<file path="src/rtl/instr_fetch_decode.sv">
// Fetches a program from instruction memory and decodes each word into the
// flat control word + pipe_en that drive the control pipeline.
//
// Ports:
//   clk, rst              clock, synchronous active-high reset
//   start, base_addr      begin execution at base_addr (1-cycle pulse)
//   stall                 datapath back-pressure, freezes issue
//   instr_rd_en/addr      instruction memory read request
//   instr_rdata           read data, valid 1 cycle after instr_rd_en
//   ctrl_word, pipe_en    registered control word and advance enable
//   busy, done, err       status: running, end pulse, sticky bad opcode
module instr_fetch_decode #(
  parameter int INSTR_W     = 64,
  parameter int CTRL_W      = 56,
  parameter int ADDR_W      = 12,
  parameter int PIPE_STAGES = 4,
  parameter int NOP_CNT_W   = 16
) (
  input  logic               clk,
  input  logic               rst,
  input  logic               start,
  input  logic [ADDR_W-1:0]  base_addr,
  input  logic               stall,
  output logic               instr_rd_en,
  output logic [ADDR_W-1:0]  instr_addr,
  input  logic [INSTR_W-1:0] instr_rdata,
  output logic [CTRL_W-1:0]  ctrl_word,
  output logic               pipe_en,
  output logic               busy,
  output logic               done,
  output logic               err
);

  localparam int DCNT_W = $clog2(PIPE_STAGES + 1);

  typedef enum logic [2:0] {
    S_IDLE,
    S_RUN,
    S_NOP,
    S_DRAIN,
    S_DONE
  } state_t;

  state_t               state_q, state_d;
  logic [ADDR_W-1:0]    pc_q, pc_d;
  logic [NOP_CNT_W-1:0] cnt_q, cnt_d;
  logic [DCNT_W-1:0]    dcnt_q, dcnt_d;
  logic                 rd_pend_q, rd_pend_d;
  logic                 skid_vld_q, skid_vld_d;
  logic [INSTR_W-1:0]   skid_q, skid_d;
  logic [CTRL_W-1:0]    ctrl_q, ctrl_d;
  logic                 pipe_en_q, pipe_en_d;
  logic                 done_q, done_d;
  logic                 err_q, err_d;

  logic [INSTR_W-1:0]   word;
  logic                 word_vld;
  logic [1:0]           op;
  logic [NOP_CNT_W-1:0] nop_n;
  logic                 issue;
  logic                 rd_en;
  logic [ADDR_W-1:0]    rd_addr;
  logic                 unused_bits;

  // Skid holds a word that came back during a stall; it wins over rdata.
  assign word     = skid_vld_q ? skid_q : instr_rdata;
  assign word_vld = skid_vld_q | rd_pend_q;
  assign op       = word[INSTR_W-1 -: 2];
  assign nop_n    = word[NOP_CNT_W-1:0];

  assign unused_bits = ^word[INSTR_W-3:CTRL_W];

  always_comb begin
    state_d    = state_q;
    pc_d       = pc_q;
    cnt_d      = cnt_q;
    dcnt_d     = dcnt_q;
    rd_pend_d  = 1'b0;
    skid_vld_d = skid_vld_q;
    skid_d     = skid_q;
    ctrl_d     = ctrl_q;
    pipe_en_d  = 1'b0;
    done_d     = 1'b0;
    err_d      = err_q;
    issue      = 1'b0;
    rd_en      = 1'b0;
    rd_addr    = pc_q;

    unique case (state_q)
      S_IDLE: begin
        if (start && !done_q) begin
          rd_en      = 1'b1;
          rd_addr    = base_addr;
          rd_pend_d  = 1'b1;
          pc_d       = base_addr + ADDR_W'(1);
          err_d      = 1'b0;
          skid_vld_d = 1'b0;
          state_d    = S_RUN;
        end
      end
      S_RUN: begin
        if (stall) begin
          if (rd_pend_q) begin
            skid_vld_d = 1'b1;
            skid_d     = instr_rdata;
          end
        end else if (word_vld) begin
          skid_vld_d = 1'b0;
          pipe_en_d  = 1'b1;
          ctrl_d     = '0;
          unique case (1'b1)
            op == 2'b01: begin
              ctrl_d = word[CTRL_W-1:0];
              issue  = 1'b1;
            end
            op == 2'b00: begin
              // n of 0 or 1 is a single bubble
              if (nop_n <= NOP_CNT_W'(1)) begin
                issue = 1'b1;
              end else begin
                cnt_d   = nop_n - NOP_CNT_W'(1);
                state_d = S_NOP;
              end
            end
            default: begin
              if (op == 2'b11) err_d = 1'b1;
              dcnt_d  = DCNT_W'(PIPE_STAGES);
              state_d = S_DRAIN;
            end
          endcase
        end
      end
      S_NOP: begin
        if (!stall) begin
          pipe_en_d = 1'b1;
          ctrl_d    = '0;
          cnt_d     = cnt_q - NOP_CNT_W'(1);
          if (cnt_q == NOP_CNT_W'(1)) begin
            issue   = 1'b1;
            state_d = S_RUN;
          end
        end
      end
      S_DRAIN: begin
        if (!stall) begin
          pipe_en_d = 1'b1;
          ctrl_d    = '0;
          dcnt_d    = dcnt_q - DCNT_W'(1);
          if (dcnt_q == DCNT_W'(1)) state_d = S_DONE;
        end
      end
      S_DONE: begin
        done_d  = 1'b1;
        state_d = S_IDLE;
      end
      default: state_d = S_IDLE;
    endcase

    if (issue) begin
      rd_en     = 1'b1;
      rd_addr   = pc_q;
      rd_pend_d = 1'b1;
      pc_d      = pc_q + ADDR_W'(1);
    end
  end

  always_ff @(posedge clk) begin
    if (rst) begin
      state_q    <= S_IDLE;
      pc_q       <= '0;
      cnt_q      <= '0;
      dcnt_q     <= '0;
      rd_pend_q  <= 1'b0;
      skid_vld_q <= 1'b0;
      skid_q     <= '0;
      ctrl_q     <= '0;
      pipe_en_q  <= 1'b0;
      done_q     <= 1'b0;
      err_q      <= 1'b0;
    end else begin
      state_q    <= state_d;
      pc_q       <= pc_d;
      cnt_q      <= cnt_d;
      dcnt_q     <= dcnt_d;
      rd_pend_q  <= rd_pend_d;
      skid_vld_q <= skid_vld_d;
      skid_q     <= skid_d;
      ctrl_q     <= ctrl_d;
      pipe_en_q  <= pipe_en_d;
      done_q     <= done_d;
      err_q      <= err_d;
    end
  end

  assign instr_rd_en = rd_en & ~rst;
  assign instr_addr  = rd_addr;
  assign ctrl_word   = ctrl_q;
  assign pipe_en     = pipe_en_q;
  assign busy        = (state_q != S_IDLE) | done_q;
  assign done        = done_q;
  assign err         = err_q;

endmodule

</file>
<file path="config.mk">
export PLATFORM = sky130hd
export DESIGN_NAME = instr_fetch_decode
export DESIGN_NICKNAME = d
export VERILOG_FILES = /design/src/rtl/instr_fetch_decode.sv
export SDC_FILE = /design/constraint.sdc
export NUM_CORES = 1
export LEC_CHECK = 0
export ABC_AREA = 1
export BUFFER_PORTS_ARGS = -buffer_cell sky130_fd_sc_hd__clkbuf_2
export CAP_MARGIN = 15
export CORE_UTILIZATION = 50
export CTS_BUF_LIST = sky130_fd_sc_hd__clkbuf_8 sky130_fd_sc_hd__clkbuf_16
export CTS_CLUSTER_SIZE = 24
export DETAILED_ROUTE_END_ITERATION = 12
export GPL_TIMING_DRIVEN = 0
export PLACE_DENSITY = 0.84
export SLEW_MARGIN = 20
export SYNTH_ARGS = -nofsm -noshare
export SYNTH_HDL_FRONTEND = slang
export SYNTH_SLANG_ARGS = --single-unit
</file>
<file path="constraint.sdc">
create_clock -name clk -period 4.1 [get_ports clk]
set_input_delay 0.41 -clock clk [delete_from_list [all_inputs] [get_ports clk]]
set_output_delay 0.41 -clock clk [all_outputs]
set_load 0.1 [all_outputs]
</file>
# ---- After elaboration in Yosys (flattened, before gate mapping)
# Index checks and enable logic that the tools add are counted.
dict set report totals {
  wordCells 124
  input_bits 80
  output_inout_bits 73
  register_bits 159
}
dict set report op_classes {
  magnitude_cmp 1
  n_eq_ne 24
  n_reduce_logical 21
  n_mux 58
  add_sub_neg 5
  n_bitwise 4
}
# cell n
set ops {}
lappend ops {{56-bit 2-to-1 mux} 4}
lappend ops {{56-bit one-hot mux with 2 select lines} 1}
lappend ops {{16-bit 2-to-1 mux} 5}
lappend ops {{12-bit 2-to-1 mux} 6}
lappend ops {{64-bit 2-to-1 mux} 1}
lappend ops {{3-bit 2-to-1 mux} 12}
lappend ops {{16-bit one-hot mux with 2 select lines} 1}
lappend ops {{16-bit by 1-bit subtractor with 16-bit output, second input constant} 2}
lappend ops {{2-bit != test, second input constant} 13}
lappend ops {{12-bit by 1-bit adder with 12-bit output, second input constant} 2}
lappend ops {{1-bit 2-to-1 mux} 20}
lappend ops {{16-bit by 1-bit == test with 1-bit output, second input constant} 1}
lappend ops {{16-bit by 1-bit less-or-equal comparator with 1-bit output, second input constant} 1}
lappend ops {{3-bit one-hot mux with 2 select lines} 2}
lappend ops {{3-bit one-hot mux with 4 select lines} 1}
lappend ops {{6-bit AND reduction} 2}
lappend ops {{2-bit nonzero test} 6}
lappend ops {{1-bit one-hot mux with 2 select lines} 5}
lappend ops {{3-bit != test, second input constant} 3}
lappend ops {{9-bit AND reduction} 1}
lappend ops {{4-bit AND reduction} 2}
lappend ops {{3-bit by 1-bit == test with 1-bit output, second input constant} 2}
lappend ops {{3-bit by 2-bit == test with 1-bit output, second input constant} 2}
lappend ops {{5-bit AND reduction} 1}
lappend ops {{other kinds (15)} 17}

# ---- Depth between registers and ports, before layout
dict set report depth {
  depth_word 9
  depth_mapped 25
  depth_no_buf 24
}

# ---- Least setup slack after synthesis
# OpenSTA, ideal clock, no wires.
dict set report synth_path {
  path_kind {register -> output}
  start {register done_q (netlist: done)}
  end {output port instr_addr[0]}
  path_buffers 1
  stages_incl_launch_ff 6
  arrival_ps 3568
  t_required_ps 3690
  setup_slack_ps 122
  path_cell_list {dfxtp_1 -> inv_1 -> nand2_1 -> nor2_1 -> clkbuf_1 -> o21ai_0}
}
dict set report synth_between {
  elab_chain_cells 5
}
# item line_no
set synth_rtl {}
lappend synth_rtl {{from (decl)} 53} ;# logic done_q, done_d;
lappend synth_rtl {{from (signal assigned)} 190} ;# done_q <= done_d;
lappend synth_rtl {{1-bit logical NOT} 91} ;# if (start && !done_q) begin
lappend synth_rtl {{1-bit logical AND} 91}
lappend synth_rtl {{12-bit 2-to-1 mux} 91}
lappend synth_rtl {{12-bit 2-to-1 mux} 89} ;# unique case (state_q)
lappend synth_rtl {{12-bit 2-to-1 mux} 159} ;# if (issue) begin
lappend synth_rtl {{to (decl)} 25} ;# output logic [ADDR_W-1:0] instr_addr,
# No other way between the ends.

# ---- Worst setup path in the final report
dict set report layout_path {
  start {register skid_vld_q}
  end {output port instr_rd_en}
}
dict set report layout_between {
  elab_chain_cells 9
  elab_cells_between_ends 12
  classes_between {order compare: 1; eq/ne: 1; mux: 7; bitwise: 2; reduce/logical: 1}
}
# item line_no
set layout_rtl {}
lappend layout_rtl {{from (decl)} 49} ;# logic skid_vld_q, skid_vld_d;
lappend layout_rtl {{from (signal assigned)} 186} ;# skid_vld_q <= skid_vld_d;
lappend layout_rtl {{64-bit 2-to-1 mux} 66} ;# assign word = skid_vld_q ? skid_q : instr_rdata;
lappend layout_rtl {{16-bit by 1-bit less-or-equal comparator with 1-bit output} 118} ;# if (nop_n <= NOP_CNT_W'(1)) begin
lappend layout_rtl {{1-bit 2-to-1 mux} 118}
lappend layout_rtl {{1-bit one-hot mux with 2 select lines} 111} ;# unique case (1'b1)
lappend layout_rtl {{1-bit 2-to-1 mux *} 107} ;# end else if (word_vld) begin
lappend layout_rtl {{1-bit 2-to-1 mux *} 102} ;# if (stall) begin
lappend layout_rtl {{1-bit one-hot mux with 2 select lines *} 89}
lappend layout_rtl {{1-bit 2-to-1 mux *} 159}
lappend layout_rtl {{1-bit AND *} 195} ;# assign instr_rd_en = rd_en & ~rst;
lappend layout_rtl {{to (decl)} 24} ;# output logic instr_rd_en,
# Mark *: on every way between the ends. The rest lies on a longest branch, timed or not.

==> results.sh <==
export IMPL_status="completed"
export IMPL_power_leakage_nw=3.71
export IMPL_cts_max_level=4
export IMPL_min_path_cells=2
export IMPL_wl_per_cell_um=14.6
export IMPL_drt_first_iter_violations=541
export IMPL_multi_input_area_mm2=0.00365
export IMPL_antennaDiodeCount=0
export IMPL_seq_area_mm2=0.00306
export IMPL_rows=44
export IMPL_synth_top_area_share_pct=41.1
export IMPL_final_instance_count_excl_fill=1433
export IMPL_synth_edf_count=0
export IMPL_crit_slowest_cell="dfxtp_2"
export IMPL_fin_skew_ps=10.6
export IMPL_worst_pin_slew_ps=778
export IMPL_dr_total_vias=7850
export IMPL_fmax_mhz=263
export IMPL_insertion_delay_ps=430
export IMPL_critical_path_cell_chain="clkbuf_4 > clkbuf_4 > o21a_1 > inv_1 > ha_1 > nor2_1 > nor2_1 > nand2_1 > nor2_1 > nand2_1 > nand2_1 > nand3_2 > buf_2 > nand3_1 > nand2_2 > clkinv_2 > clkbuf_8"
export IMPL_root_buffer="clkbuf_16"
export IMPL_clkTransAtPathRegs_ps=60
export IMPL_r2r_cells=24
export IMPL_critPathMaxStageDelay_ps=390
export IMPL_n_fill_cell=1319
export IMPL_grt_pass1_wl_mm=33.4
export IMPL_slew_headroom_pct=48.2
export IMPL_dieArea_mm2=0.0154
export IMPL_grt_antenna_before_repair=0
export IMPL_holdWs_ps=217
export IMPL_synth_cell_area_mm2=0.00745
export IMPL_fin_crit_ps=3800
export IMPL_start_util_pct=51.3
export IMPL_syn_nets=1158
export IMPL_ios=153
export IMPL_crit_cells=17
export IMPL_gp_congestion=0.931
export IMPL_die_h_um=124
export IMPL_grt_pass1_vias=6918
export IMPL_core_mm2=0.0145
export IMPL_placed_cell_area_mm2=0.00841
export IMPL_clockBufferDepth=2
export IMPL_ys_seq_area_share_pct=41.1
export IMPL_ys_types=38
export IMPL_slew_viol_final=0
export IMPL_dieWidth_um=124
export IMPL_synthArstFlopShare_pct=0
export IMPL_nNetsFinal=1323
export IMPL_numCtsBuffers=17
export IMPL_period_share_pct=92.6
export IMPL_syn_instance_count=1071
export IMPL_cp_start_kind="register"
export IMPL_final_cell_area_mm2=0.00908
export IMPL_grt_usage_pct=28.0
export IMPL_synth_area_leaders="dfxtp_1 (41%), nand2_1 (10%), o21ai_0 (8.7%)"
export IMPL_drive_above_1_share_pct=16.9
export IMPL_overflow=0
export IMPL_path_buf_inv=6
export IMPL_end_kind="primary output"
export IMPL_worst_path_max_fanout=10
export IMPL_portBuffers=146
export IMPL_hold_violations=0
export IMPL_hold_buffers=0
export IMPL_first_pass_iters=7
export IMPL_wirelength_mm=21.0
export IMPL_ant_nets=0
export IMPL_synth_most_common_cell="nand2_1"
export IMPL_hpwl_mm=15.4
export IMPL_path_class="reg -> out"
export IMPL_ir_worst_vdd_mv=0.371
export IMPL_worstPathArrival_ps=3390
export IMPL_setup_violations=0
export IMPL_synth_common_cells="nand2_1 (203), dfxtp_1 (153), o21ai_0 (130), inv_1 (123), a21oi_1 (101)"
export IMPL_cap_violations=0
export IMPL_drcViolationCount=0
export IMPL_power_density_mw_per_mm2=677
export IMPL_cts_tree="yes"
export IMPL_cpLargestDelayFamily="buffers and inverters"
export IMPL_drt_vias_per_instance=5.48
export IMPL_rsz0062_at_grt="false"
export IMPL_syn2layout_area_growth_pct=21.9
export IMPL_clock_sinks=153
export IMPL_synth_warnings=0
export IMPL_finalPower_mw=6.15
export IMPL_yosys_area_top_type="dfxtp_1"
export IMPL_min_path_type="in -> reg"
export IMPL_syn_avg_cell_area_um2=6.96
export IMPL_ys_ff_latch=153
export IMPL_dp_cells=1401
export IMPL_grt_max_degree=17
export IMPL_crit_required_ps=3690
export IMPL_synth_ff_type="dfxtp_1"
## cell usage in the layout, fill, tap and decap left out, types with 45 or more instances in the layout
cell type	count
clkbuf_1	51
dfxtp_1	152
o211ai_1	45
o21ai_0	130
nor2_1	59
inv_1	123
nand3_1	89
nand2_1	202
clkbuf_2	145
a21oi_1	101
## power breakdown
group          total, mW  internal (mW)  switching [mW]
combinational       2.62          0.566            2.06
clock               1.73           1.08           0.645
sequential          1.80           1.69           0.112
total               6.15           3.33            2.82
## worst paths after layout
kind                           start                 endpoint  slack, ps
max          skid_vld_q$_SDFFE_PP0P_              instr_rd_en        300
min                              rst       pipe_en$_SDFF_PP0_        220
max reg2reg  skid_vld_q$_SDFFE_PP0P_     pc_q[8]$_SDFFE_PP0P_        670
min reg2reg  skid_q[11]$_SDFFE_PP0P_  skid_q[11]$_SDFFE_PP0P_        450
## sequential cells by signal (all words and copies together) (netlist names)
register    flops
pc_q           12
err             1
ctrl_word      56
rd_pend_q       1
state_q         3
skid_vld_q      1
pipe_en         1
done            1
cnt_q          16
dcnt_q          3
skid_q         58
## layout make-up
class                      instances  area share [%]
clock inverter                    15            2.47
buffer                            65            3.02
tap                              184            2.54
sequential                       153            33.7
clock buffer                      17            4.68
inverter                         126            5.22
timing repair buffer             146            8.14
multi-input combinational        727            40.2
## per-layer routing
layer	vias to the layer above	GRT usage [%]	routed length, um
met1	3578	36.6	8810
met3	44	6.55	1860
met5	-	0	0
met4	0	11.8	590
met2	308	44.0	9720
li1	3920	-	-
## repair_timing
action	4_1_cts	5_1_grt
setup buffers	0	0
gates resized for setup	4	5
setup endpoints to repair	1	1
## cells by family (layout without fill, tap and decap cells)
| logic type | after synthesis | after routing | synth area share [%] |
|---|---|---|---|
| AND/OR/NAND/NOR | 391 | 391 | 22.7 |
| AO/OA/AOI/OAI | 315 | 315 | 23.5 |
| buffers and inverters | 191 | 369 | 9.94 |
| flip-flops | 153 | 153 | 41.1 |
| XOR/XNOR | 14 | 14 | 1.65 |
| adder cells (fa/ha/maj) | 7 | 7 | 1.18 |
## stage by stage
stage,util (%),setup slack [ps],TNS (ps)
global placement,57.9,-1.58,-1.58
detailed placement,57.9,-23.1,-23.1
CTS,62.4,21.3,0
finish,62.5,302,0
global route,62.5,102,0
floorplan,-,122,0
Note: power is estimated with default switching activity, not from simulation.
